`src/rtl/camera_init_sequencer.sv`:
```
// camera_init_sequencer: power, reset and register-init sequencing
// for the camera array, with per-camera retry on a missed I2C ACK.
module camera_init_sequencer #(
  parameter int NUM_CAMS      = 2,
  parameter int PWDN_CYCLES   = 1000,
  parameter int RST_CYCLES    = 1000,
  parameter int SETTLE_CYCLES = 20000,
  parameter int MAX_RETRY     = 2
) (
  input  logic                clk_in,
  input  logic                rst_in,
  input  logic                start_in,
  output logic [NUM_CAMS-1:0] cam_pwdn_out,
  output logic [NUM_CAMS-1:0] cam_rst_n_out,
  output logic [NUM_CAMS-1:0] init_valid_out,
  input  logic [NUM_CAMS-1:0] init_ready_in,
  input  logic [NUM_CAMS-1:0] missed_ack_in,
  output logic                busy_out,
  output logic                done_out,
  output logic                error_out,
  output logic [1:0]          err_cam_out
);

  localparam int MAX_PR = (PWDN_CYCLES > RST_CYCLES) ?
                          PWDN_CYCLES : RST_CYCLES;
  localparam int MAX_D  = (MAX_PR > SETTLE_CYCLES) ?
                          MAX_PR : SETTLE_CYCLES;
  localparam int CW_RAW = $clog2(MAX_D + 1);
  localparam int CW     = (CW_RAW < 3) ? 3 : CW_RAW;
  localparam int RW     = (MAX_RETRY < 1) ? 1 : $clog2(MAX_RETRY + 1);

  localparam logic [CW-1:0] PWDN_LAST   = CW'(PWDN_CYCLES - 1);
  localparam logic [CW-1:0] RST_LAST    = CW'(RST_CYCLES - 1);
  localparam logic [CW-1:0] SETTLE_LAST = CW'(SETTLE_CYCLES - 1);
  localparam logic [CW-1:0] RUN_LAST    = CW'(3);
  localparam logic [1:0]    CAM_LAST    = 2'(NUM_CAMS - 1);
  localparam logic [RW-1:0] RTY_MAX     = RW'(MAX_RETRY);

  typedef enum logic [3:0] {
    S_IDLE,
    S_PWDN,
    S_RST,
    S_SETTLE,
    S_REQ,
    S_RUN,
    S_CHECK,
    S_DONE,
    S_ERROR
  } state_t;

  state_t        state_q, state_d;
  logic [CW-1:0] cnt_q;
  logic [1:0]    cam_q, cam_d;
  logic [RW-1:0] rty_q, rty_d;
  logic          miss_q, miss_d;
  logic          low_q, low_d;
  logic [1:0]    err_q, err_d;
  logic [3:0]    rdy4, ack4, cam_oh;

  assign rdy4   = 4'(init_ready_in);
  assign ack4   = 4'(missed_ack_in);
  assign cam_oh = 4'b0001 << cam_q;

  // State, delay counter, camera index and retry bookkeeping.
  always_ff @(posedge clk_in) begin
    if (rst_in) begin
      state_q <= S_IDLE;
      cnt_q   <= '0;
      cam_q   <= '0;
      rty_q   <= '0;
      miss_q  <= 1'b0;
      low_q   <= 1'b0;
      err_q   <= '0;
    end else begin
      state_q <= state_d;
      cnt_q   <= (state_d != state_q || !busy_out) ?
                 '0 : cnt_q + CW'(1);
      cam_q   <= cam_d;
      rty_q   <= rty_d;
      miss_q  <= miss_d;
      low_q   <= low_d;
      err_q   <= err_d;
    end
  end

  // Next-state: timed power phases, then one camera at a time.
  always_comb begin
    state_d = state_q;
    cam_d   = cam_q;
    rty_d   = rty_q;
    miss_d  = miss_q;
    low_d   = low_q;
    err_d   = err_q;
    unique case (state_q)
      S_IDLE, S_DONE, S_ERROR: begin
        if (start_in) begin
          state_d = S_PWDN;
          cam_d   = '0;
          rty_d   = '0;
          err_d   = '0;
        end
      end
      S_PWDN: begin
        if (cnt_q == PWDN_LAST) state_d = S_RST;
      end
      S_RST: begin
        if (cnt_q == RST_LAST) state_d = S_SETTLE;
      end
      S_SETTLE: begin
        if (cnt_q == SETTLE_LAST) begin
          state_d = S_REQ;
          miss_d  = 1'b0;
        end
      end
      S_REQ: begin
        if (ack4[cam_q]) miss_d = 1'b1;
        if (rdy4[cam_q]) begin
          state_d = S_RUN;
          low_d   = 1'b0;
        end
      end
      S_RUN: begin
        if (ack4[cam_q]) miss_d = 1'b1;
        if (!rdy4[cam_q]) low_d = 1'b1;
        // Ready still high on the first cycles may be stale;
        // a writer that never drops ready is done after 4.
        if (rdy4[cam_q] && (low_q || cnt_q == RUN_LAST))
          state_d = S_CHECK;
      end
      S_CHECK: begin
        if (miss_q) begin
          if (rty_q < RTY_MAX) begin
            rty_d   = rty_q + RW'(1);
            state_d = S_PWDN;
          end else begin
            err_d   = cam_q;
            state_d = S_ERROR;
          end
        end else if (cam_q == CAM_LAST) begin
          state_d = S_DONE;
        end else begin
          cam_d   = cam_q + 2'd1;
          rty_d   = '0;
          miss_d  = 1'b0;
          state_d = S_REQ;
        end
      end
      default: state_d = S_IDLE;
    endcase
  end

  // Outputs decoded from registered state only.
  always_comb begin
    cam_pwdn_out   = '0;
    cam_rst_n_out  = '1;
    init_valid_out = '0;
    busy_out       = 1'b1;
    done_out       = 1'b0;
    error_out      = 1'b0;
    err_cam_out    = err_q;
    unique case (state_q)
      S_IDLE: begin
        cam_pwdn_out  = '1;
        cam_rst_n_out = '0;
        busy_out      = 1'b0;
      end
      S_PWDN: begin
        cam_pwdn_out  = '1;
        cam_rst_n_out = '0;
      end
      S_RST: cam_rst_n_out = '0;
      S_REQ: init_valid_out = cam_oh[NUM_CAMS-1:0];
      S_DONE: begin
        busy_out = 1'b0;
        done_out = 1'b1;
      end
      S_ERROR: begin
        cam_pwdn_out  = '1;
        cam_rst_n_out = '0;
        busy_out      = 1'b0;
        error_out     = 1'b1;
      end
      default: ;
    endcase
  end

endmodule

```
`config.mk`:
```
export PLATFORM = sky130hd
export DESIGN_NAME = camera_init_sequencer
export DESIGN_NICKNAME = d
export VERILOG_FILES = /design/src/rtl/camera_init_sequencer.sv
export SDC_FILE = /design/constraint.sdc
export NUM_CORES = 1
export LEC_CHECK = 0
export ABC_AREA = 0
export BUFFER_PORTS_ARGS = -buffer_cell sky130_fd_sc_hd__clkbuf_2
export CAP_MARGIN = 30
export CORE_ASPECT_RATIO = 0.8
export CORE_MARGIN = 1
export CORE_UTILIZATION = 35
export CTS_CLUSTER_SIZE = 40
export DETAILED_ROUTE_END_ITERATION = 7
export GPL_TIMING_DRIVEN = 1
export PLACE_DENSITY = 0.51
export SETUP_SLACK_MARGIN = 0.3
export SLEW_MARGIN = 15
export SYNTH_ARGS = -nofsm -noshare
export SYNTH_HDL_FRONTEND = slang
export SYNTH_SLANG_ARGS = --single-unit
```
`constraint.sdc`:
```
create_clock -name clk_in -period 3.95 [get_ports clk_in]
set_clock_uncertainty 0.05 [all_clocks]
set_input_delay 0.9875 -clock clk_in [delete_from_list [all_inputs] [get_ports clk_in]]
set_output_delay 0.9875 -clock clk_in [all_outputs]
set_load 0.01 [all_outputs]
```
* Word-level counts from Yosys, hierarchy flattened
Cells that the tools add are included.
** Storage, ports and cells
- Flip-flop bits (word level) :: 27
- Latch bits :: 0
- Bits in writable memories :: 0
- Bits in read-only memories :: 0
- Input bits :: 7
- Output and inout port bits :: 11
- Logic and storage cells :: 92
- Memories :: 0
** Operators by class
- $add $sub $neg :: 3
- $mul :: 0
- Divide/modulo/power cells :: 0
- $lt $le $gt $ge :: 2
- Equality and inequality tests :: 24
- Shift-type cells :: 1
- Multiplexer cells :: 38
- Bitwise operators :: 0
- Reductions and logical operators :: 17
** Operators with widths (count)
- $mux W4 :: 8
- $pmux W4 S7 :: 1
- $mux W2 :: 12
- $eq A4 B3 Y1 const B :: 4
- $add A15 B1 Y15 const B :: 1
- $eq A15 B10 Y1 const B :: 1
- $eq A15 B15 Y1 const B :: 1
- $eq A15 B2 Y1 const B :: 1
- $ne A2 B2 Y1 const B :: 7
- $pmux W2 S2 :: 3
- $reduce_and A4 Y1 :: 3
- $mux W1 :: 10
- $eq A4 B2 Y1 const B :: 2
- $ne A3 B3 Y1 const B :: 2
- $reduce_and A3 Y1 :: 2
- $reduce_or A3 Y1 :: 2
- $add A2 B1 Y2 const B :: 2
- $bmux W1 S2 :: 2
- $eq A4 B1 Y1 const B :: 1
- $eq A4 B4 Y1 const B :: 1
- $logic_not A4 Y1 :: 1
- $ne A2 B1 Y1 const B :: 2
- $ne A4 B4 Y1 :: 1
- $reduce_bool A2 Y1 :: 2
- other kinds (11) :: 13

* Logic depth before layout (Yosys ltp)
- Depth in word-level cells :: 8
- Depth in mapped cells :: 9
- Gate-level depth less buffers :: 8

* Worst setup path before layout
OpenSTA, ideal clock, no wires.
- Path type :: register to output
- Start point :: register state_q[0]
- End point :: output port cam_rst_n_out[1]
- Arrival time :: 1358 ps
- Data required time :: 2913 ps
- Setup slack :: 1554 ps
- Cell stages (with the launch flop) :: 6
- Path buffers :: 3
- Path through :: dfxtp_1 > buf_6 > buf_6 > a211oi_1 > nor2_1 > buf_4
** On the way
- Cells in the longest elaborated chain, start to end :: 3
- Elaborated cells between the ends (all ways) :: 6
** RTL lines
- start: declaration :: RTL line 51 : state_t state_q, state_d;
- start signal: assignment :: RTL line 75 : state_q <= state_d;
- $eq A4 B4 Y1, or another cell as far along :: RTL line 161 : unique case (state_q)
- $reduce_or A4 Y1 (no line) (*)
- $mux W2 (*) :: RTL line 161
- end: declaration :: RTL line 14 : output logic [NUM_CAMS-1:0] cam_rst_n_out,
Every way passes the cells marked *; elsewhere a longest branch is shown, timed or not.

* Final worst setup path
- Start point :: register state_q[1]
- End point :: output port cam_rst_n_out[1]
Same word-level chain as after synthesis.

==> results.md <==
* CTS Buffer Depth at 2
* Syn-to-layout area delta at 7.30%
* Via/cell ratio at 5.33
* Worst hold slack at 0.420 ns
* Critical path data required time at 2.91 ns
* Final core occ at 39.0%
* Crit path to: cam_rst_n_out[1]
* CTS sink cnt at 27
* Crit path cell chain: inv_1, nor4_1, nor2_1, clkbuf_2
* Clock root cell: clkbuf_8
* Final setup margin at 1.10 ns
* Sequential Power Share at 56.6%
* I/O Buffers at 17
* Fin area at 0.00178 mm2
* Worst path slowest cell: dfxtp_1
* Die ar. at 0.00503 mm2
* F_max at 0.350 GHz
* Setup TNS at 0 ns
* Die X at 79.0 um
* Max-cap violations at 0
* CP startpoint kind: register
* GRT Total Usage at 16.1%
* Row count at 22
* Yosys warns at 0
* Post-synth EDFFs at 0
* Post-synth top flop: dfxtp_1
* Most numerous cell in the Yosys netlist: dfxtp_1
* Asr flop ratio synth at 0%
* Largest cells by area after synthesis: dfxtp_1 33%, nor4_1 6.8%, xnor2_1 3.7%
* Cell family with most CP delay: flip-flops
* CP bufs+invs at 2
* GP Congestion at 0.835
* Crit path kind: register to output pin
* Placement Cell Area at 0.00173 mm2
* Synth Cell Area at 0.00166 mm2
* Worst vdd ir at 0.175 mV
* Mean Syn Cell Area at 8.56 um2
* Final cell count without fillers at 263
* Final period utilization at 72.2%
* Final Critical Period at 2.85 ns
* Status: complete, no violations
* Final slew viol count at 0
* Reg2reg start: cnt_q[7]$_SDFF_PP0_
* Clock Latency Late Sink at 0.28 ns
* DR pass1 iterations at 4
* Pwr Density at 271 mW/mm2
* Antenna cells at 0
* Pin count of the biggest net entering global routing at 21
* Initial antenna violation count at 0
* GRT overflow at 0
* Combinational Power Share at 9.2%
* DRT iter0 DRCs at 108
* Core area at 0.00457 mm2
* Starting Density at 36.4%
* Post-Synthesis Cells at 194
* Most common library cells after synthesis: 27 x dfxtp_1, 18 x nor4_1, 15 x nor2_1
* Critical Path Start: state_q[1]$_SDFF_PP0_
* Nets at 214
* Hold buffer count at cts at 0
* Hold Vio Cnt, Final at 0
* Remaining DRCs at 0
* Share of the synthesized area in the top cell type at 32.5%
* Number of global-route vias before repair at 1319
* Reg2reg end: cnt_q[6]$_SDFF_PP0_
* Synth unique cells at 49
* HPWL Detailed at 2.71 mm
* Switching part of the total power at 25.0%
* Int Power at 0.363 mW
* Worst-path fanout max at 13
* Antenna Nets Post-Route at 0
* First-pass GRT wire length at 6.37 mm
* Psw at 0.121 mW
* Seq/Total Area, Yosys at 32.5%
* Relative slew slack at 46.3%
* Endpoints failing setup at 0
* Clk pwr share at 34.2%
* Clock Pin Slew Worst Setup and Hold Paths at 0.10 ns
* H-tree depth at 1
* Place WS at 1.09 ns
* Synthesized Nets at 204
* Reg2Reg Setup Slack at 1.35 ns
* RSZ-0062 raised after global routing: false
* Wirelength, routed at 3.65 mm
* Worst EP arrival at 1.82 ns
* Drt wl/cell at 13.9 um
* # Post-CTS Setup Buffers at 0
* Setup crit end kind: output pin
* Post-cts gate resize count at 0
* CTS buffer count at 3
* Yosys reg bits at 27
* I/O pin count at 18
* Die Span Y at 63.6 um
* Critical Path Stages at 4
* Vias at 1401
* CTS tree: built
* Synth area leader: dfxtp_1
* Tot Pwr at 0.484 mW
* Largest stage delay on the critical path at 0.60 ns
* Worst-Margin Slew at 0.790 ns
* Hold Path Class: register to register
* Leak at 0.622 nW
* Worst r2r path cells at 6
* Post-Place Cells at 259
* Layout cells sized above 1 at 16.3%
## worst min-delay path by stage
| stage | start | endpoint | cells after the start |
|---|---|---|---|
| after floorplan | cnt_q[0]$_SDFF_PP0_ | cnt_q[0]$_SDFF_PP0_ | 1 |
| after global placement | cnt_q[0]$_SDFF_PP0_ | cnt_q[0]$_SDFF_PP0_ | 1 |
| after detailed placement | cnt_q[0]$_SDFF_PP0_ | cnt_q[0]$_SDFF_PP0_ | 1 |
| after CTS | cnt_q[0]$_SDFF_PP0_ | cnt_q[0]$_SDFF_PP0_ | 1 |
| after global routing | cnt_q[0]$_SDFF_PP0_ | cnt_q[0]$_SDFF_PP0_ | 1 |
| final | cnt_q[0]$_SDFF_PP0_ | cnt_q[0]$_SDFF_PP0_ | 1 |
## cell usage in the layout (no fill, tap or decap), types with 5 or more instances in the layout
cell type and n:
dfxtp_1 27, nor4_1 18, clkbuf_2 17, nor2_1 15
a21oi_1 10, nand2_1 9, o21ai_0 9, and3_1 7
xnor2_1 7, nand3_1 7, inv_1 6, xor2_1 6
and2_1 5
## worst register-to-register path: stages, from the launching register on
cell and delay (ns):
dfxtp_1 0.36, or4_4 0.57, nand4b_1 0.23, a21oi_1 0.32
a31oi_1 0.15, mux2i_2 0.66, nor4_1 0.13
## state kept, by name (all words and copies together) (netlist names)
signal and cells:
err_cam_out 2, cam_q 2, cnt_q 15, rty_q 2, state_q 4, low_q 1
miss_q 1
## final cells by class
class | count | area, um2
Clock inverter | 1 | 8.76
Clock buffer | 3 | 41.3
Sequential cell | 27 | 541
Tap cell | 60 | 75.1
Inverter | 6 | 22.5
Multi-Input combinational cell | 148 | 1000
Timing Repair Buffer | 18 | 92.6
Fill cell | 504 | 2790
## logic make-up (layout without fill, tap and decap cells)
family                   Yosys count  in the layout  synth area share [%]
adder cells (fa/ha/maj)            3              3                  2.26
AND/OR/NAND/NOR                   92             92                  34.3
XOR/XNOR                          13             13                  6.85
buffers and inverters             19             28                  7.15
multiplexers                       6              6                  4.59
AO/OA/AOI/OAI                     34             34                  12.3
flip-flops                        27             27                  32.5
## routing by layer
layer	track usage, %	up-vias	share of wire, %
met4	2.95	0	0.66
met5	0	-	0
li1	-	728	-
met1	24.3	647	54
met3	3.91	2	4.4
met2	22.7	24	41
## power groups by stage
stage               Clock (mW)  Combinational, mW  Sequential [mW]
finish                   0.165             0.0445            0.274
global route             0.181             0.0492            0.274
CTS                      0.175             0.0448            0.274
detailed placement           0             0.0447            0.280
global placement             0             0.0431            0.280
floorplan                    0             0.0387            0.281
(Power assumes the default switching activity.)
